`src/rtl/btn_debounce.sv`:
```
// Push-button conditioner: 2-flop synchronizer, debounce FSM, press/release strobes.
// Optional auto-repeat of press_pulse while held is enabled by defining BTN_AUTOREPEAT_EN.
module btn_debounce #(
  parameter int DEBOUNCE_CYCLES = 500000,
  parameter int REPEAT_DELAY    = 50000000,
  parameter int REPEAT_PERIOD   = 10000000
) (
  input  logic clk,
  input  logic reset,
  input  logic btn_in,
  output logic btn_level,
  output logic press_pulse,
  output logic release_pulse
);

  localparam int CW = $clog2(DEBOUNCE_CYCLES);
  localparam logic [CW-1:0] CNT_LAST = CW'(DEBOUNCE_CYCLES - 1);

  typedef enum logic [1:0] {
    IDLE,
    PRESS_CHK,
    PRESSED,
    REL_CHK
  } state_t;

  state_t        state, state_next;
  logic [CW-1:0] cnt, cnt_next;
  logic          s1, s2;
  logic          press_next, release_next;

`ifdef BTN_AUTOREPEAT_EN
  localparam int HOLD_MAX = (REPEAT_DELAY > REPEAT_PERIOD) ? REPEAT_DELAY : REPEAT_PERIOD;
  localparam int HW = $clog2(HOLD_MAX);
  localparam logic [HW-1:0] DELAY_LAST  = HW'(REPEAT_DELAY - 1);
  localparam logic [HW-1:0] PERIOD_LAST = HW'(REPEAT_PERIOD - 1);

  logic [HW-1:0] hold_cnt, hold_next;
  logic          repeating, repeating_next;
  logic          hold_term;

  // The first repeat waits the long delay; later ones use the shorter period.
  assign hold_term = repeating ? (hold_cnt == PERIOD_LAST) : (hold_cnt == DELAY_LAST);
`endif

  always_ff @(posedge clk) begin
    if (reset) begin
      s1 <= 1'b0;
      s2 <= 1'b0;
    end else begin
      s1 <= btn_in;
      s2 <= s1;
    end
  end

  always_comb begin
    state_next   = state;
    cnt_next     = cnt;
    press_next   = 1'b0;
    release_next = 1'b0;
`ifdef BTN_AUTOREPEAT_EN
    hold_next      = hold_cnt;
    repeating_next = repeating;
`endif
    case (state)
      IDLE: begin
        if (s2) begin
          state_next = PRESS_CHK;
          cnt_next   = '0;
        end
      end
      PRESS_CHK: begin
        if (!s2) begin
          state_next = IDLE;
        end else if (cnt == CNT_LAST) begin
          state_next = PRESSED;
          press_next = 1'b1;
`ifdef BTN_AUTOREPEAT_EN
          hold_next      = '0;
          repeating_next = 1'b0;
`endif
        end else begin
          cnt_next = cnt + 1'b1;
        end
      end
      PRESSED: begin
        if (!s2) begin
          state_next = REL_CHK;
          cnt_next   = '0;
        end else begin
`ifdef BTN_AUTOREPEAT_EN
          if (hold_term) begin
            press_next     = 1'b1;
            hold_next      = '0;
            repeating_next = 1'b1;
          end else begin
            hold_next = hold_cnt + 1'b1;
          end
`endif
        end
      end
      REL_CHK: begin
        // hold_cnt stays frozen here so a release glitch does not restart the repeat timing.
        if (s2) begin
          state_next = PRESSED;
        end else if (cnt == CNT_LAST) begin
          state_next   = IDLE;
          release_next = 1'b1;
        end else begin
          cnt_next = cnt + 1'b1;
        end
      end
      default: state_next = IDLE;
    endcase
  end

  always_ff @(posedge clk) begin
    if (reset) begin
      state         <= IDLE;
      cnt           <= '0;
      press_pulse   <= 1'b0;
      release_pulse <= 1'b0;
`ifdef BTN_AUTOREPEAT_EN
      hold_cnt      <= '0;
      repeating     <= 1'b0;
`endif
    end else begin
      state         <= state_next;
      cnt           <= cnt_next;
      press_pulse   <= press_next;
      release_pulse <= release_next;
`ifdef BTN_AUTOREPEAT_EN
      hold_cnt      <= hold_next;
      repeating     <= repeating_next;
`endif
    end
  end

  assign btn_level = (state == PRESSED) || (state == REL_CHK);

endmodule

```
`config.mk`:
```
export PLATFORM = sky130hd
export DESIGN_NAME = btn_debounce
export DESIGN_NICKNAME = d
export VERILOG_FILES = /design/src/rtl/btn_debounce.sv
export SDC_FILE = /design/constraint.sdc
export NUM_CORES = 1
export LEC_CHECK = 0
export BUFFER_PORTS_ARGS = -buffer_cell sky130_fd_sc_hd__buf_2
export CORE_UTILIZATION = 50
export DETAILED_ROUTE_END_ITERATION = 6
export PLACE_DENSITY = 0.68
export SKIP_CTS_REPAIR_TIMING = 1
export SLEW_MARGIN = 20
export SYNTH_ARGS = -nofsm -noshare
export SYNTH_HDL_FRONTEND = slang
export SYNTH_SLANG_ARGS = --single-unit
```
`constraint.sdc`:
```
create_clock -name clk -period 2.24 [get_ports clk]
set_input_delay 0.224 -clock clk [delete_from_list [all_inputs] [get_ports clk]]
set_output_delay 0.224 -clock clk [all_outputs]
set_load 0.005 [all_outputs]
```
==> impl_metrics.ini <==
[synthesis]
synthCells = 144
synth_fp_nets = 148
netlist_top_cells_count = dfxtp_1 (25), nand3_1 (13), a21oi_1 (11)
synth_area_per_cell_um2 = 8.66
synth_top_cell_area_share = 0.401
yosysWarnings = 0
synth_most_common_cell = dfxtp_1
synthArstFlopShare = 0
synth.ff_latch_count = 25
synth-seq-area-share = 0.401
netlist_top_cells_area = dfxtp_1 (40%), nand3_1 (5.2%), a21oi_1 (4.4%)
synth_enable_flop_cells = 0
synth_area_um2 = 1250
synthDistinctLibCells = 46
synth_ff_type = dfxtp_1
yosysTopAreaCell = dfxtp_1

[drt]
drtIter0Drc = 28
top_layer = met4
route.met3.wl_um = 81
wl_met2_um = 1010
first_pass_iters = 4
wl_um = 2350
post-route-drc-count = 0
met1_length_um = 1240
routedWlPerCell_um = 13.3
via_per_inst = 5.91
drtAntennaViolNets = 0
vias = 1040

[die]
dieWidth_um = 52.0
fp.dieArea_um2 = 2700
io_pins = 6
die_height_um = 52.0
rows = 17
start_util = 0.548
core_um2 = 2280

[clock_network]
cts_made_buffers = 3
tritoncts = built
cts-htree-levels = 1
clkSinkCount = 25
cts-root-buf = clkbuf_4
cts.clk_slew.worst_paths_ns = 0.14
clockBufferDepth = 2
clk_latency_ns = 0.32

[critical_path]
crit_required_ns = 2.51
reg2reg_to = cnt[9]
reg2reg_depth = 6
cp-end-kind = flip-flop
critPathKind = reg -> reg
rrSetupSlack_ns = 0.17
r2r-start = cnt[0]
critPathLaunchType = flip-flop
critPathMaxFanout = 12
critical_path_arrival_ns = 2.34

[global_routing]
grt_pass1_wl_um = 3980
grt_max_degree = 15
track_usage = 0.199
antenna_found_initial = 0
grt.overflow.total = 0
grt_pass1_vias = 909

[sta]
fin_skew_ns = 0.00856
slew-limit-headroom = 0.711
rsz0062_at_grt = false
fin_crit_ns = 2.07
setup_violations = 0
slew_violations = 0
period_share = 0.924
whs_ns = 0.0995
max_freq_mhz = 483
finalHoldViolCount = 0
tightest_slew_ns = 0.433
finalSetupTns_ns = 0

[status]
status = completed

[job]
drv_cap = 0

[final_layout]
drive_above_1_share = 0.122
fin_util = 0.574
multi_input_area_um2 = 686
final_cell_count_no_fill = 176
nFillCells = 217
area_growth_pct = 4.81
diodes = 0
ff_latch_area_um2 = 500
fin_nets = 153

[placement]
dp_hpwl_um = 1730
gp_congestion = 0.794
dp_cells = 172
io_buffers = 5

[pwr]
power.share.sequential = 0.664
leakage_nw = 0.457
p_comb_frac = 0.038
worst_ir_drop_vdd_mv = 0.322
p_clk_frac = 0.298
power_density_nw_per_um2 = 517
intPower_w = 0.000524
netSwitchingPower_w = 0.000152
swShare = 0.225

[hold_path]
hold_path_class = in -> reg
min_from = btn_in
hold_depth = 2
hold_end = s1
area by class of cell:
type                    count  share of cell area
repair buffers              7              0.0306
flip-flops and latches     25               0.383
clock inverters             1             0.00383
clock buffers               3              0.0172
multi-input cells         107               0.524
well taps                  28              0.0268
inverters                   5              0.0144
sequential cells by signal (all words and copies together) (netlist names), named ones only:
signal / flops
state: 1
cnt: 19
release_pulse: 1
press_pulse: 1
s2: 1
s1: 1
per-stage QoR:
stage | power, W | area [um^2] | setup WS [ns]
after floorplan | 0.000479 | 1250 | 0.431
final | 0.000676 | 1310 | 0.171
after global placement | 0.000485 | 1280 | 0.336
after detailed placement | 0.000485 | 1280 | 0.233
after CTS | 0.000686 | 1310 | 0.210
after global routing | 0.000701 | 1310 | 0.0302
power by group through the flow:
stage	Clock, W	Sequential, W	Combinational (W)
2_1_floorplan	0	0.000459	0.0000204
4_1_cts	0.000210	0.000449	0.0000261
6_report	0.000201	0.000449	0.0000259
3_3_place_gp	0	0.000459	0.0000260
3_5_place_dp	0	0.000459	0.0000260
5_1_grt	0.000222	0.000450	0.0000295
how the worst max path moves through the flow:
stage / start / slack [ns] / to
final: cnt[0] / 0.17 / cnt[9]
after global routing: cnt[0] / 0.03 / cnt[9]
after CTS: cnt[0] / 0.21 / cnt[17]
after detailed placement: cnt[0] / 0.23 / cnt[17]
after global placement: cnt[0] / 0.34 / cnt[13]
after floorplan: cnt[0] / 0.43 / cnt[5]
logic make-up (layout without fill, tap and decap cells):
family                     after synthesis  count (layout)  share of synthesized area
buffers and inverters                   12              16                     0.0491
DFF                                     25              25                      0.401
adders and majority gates                1               1                     0.0100
xor gates and xnor gates                 5               5                     0.0411
and+or+nand+nor                         68              68                      0.321
AOI/OAI and AO/OA                       31              31                      0.161
muxes                                    2               2                     0.0160
critical path: stages, from the launching register on:
cell and delay, ns:
dfxtp_1 0.43, ha_1 0.27, nor4bb_1 0.22, and4_1 0.36
a31o_1 0.46, o21bai_1 0.17, a21o_1 0.12
metal layers:
layer | vias to the layer above | GRT usage
li1 | 536 | -
met1 | 483 | 0.282
met2 | 17 | 0.308
met3 | 4 | 0.0263
met4 | 0 | 0.0676
met5 | - | 0
placed cells by master, fill, tap and decap left out, types with 2 or more instances in the layout:
| master | synthesis | routed |
|---|---|---|
| a21o_1 | 3 | 3 |
| nor3_1 | 2 | 2 |
| nor3b_1 | 2 | 2 |
| nand2_1 | 9 | 9 |
| nor2b_1 | 3 | 3 |
| dfxtp_1 | 25 | 25 |
| o21bai_1 | 2 | 2 |
| o21ai_0 | 4 | 4 |
| clkbuf_4 | 0 | 3 |
| nand3_1 | 13 | 13 |
| a21oi_1 | 11 | 11 |
| buf_4 | 1 | 2 |
| nor4_1 | 3 | 3 |
| inv_1 | 5 | 5 |
| xor2_1 | 3 | 3 |
| buf_2 | 3 | 5 |
| nor2_1 | 10 | 10 |
| o21ai_1 | 4 | 4 |
| mux2i_1 | 2 | 2 |
| nand4_1 | 3 | 3 |
| or3_1 | 7 | 7 |
| nand3b_1 | 2 | 2 |
| nor4b_1 | 2 | 2 |
| and4_1 | 2 | 2 |
(Power assumes the default switching activity.)
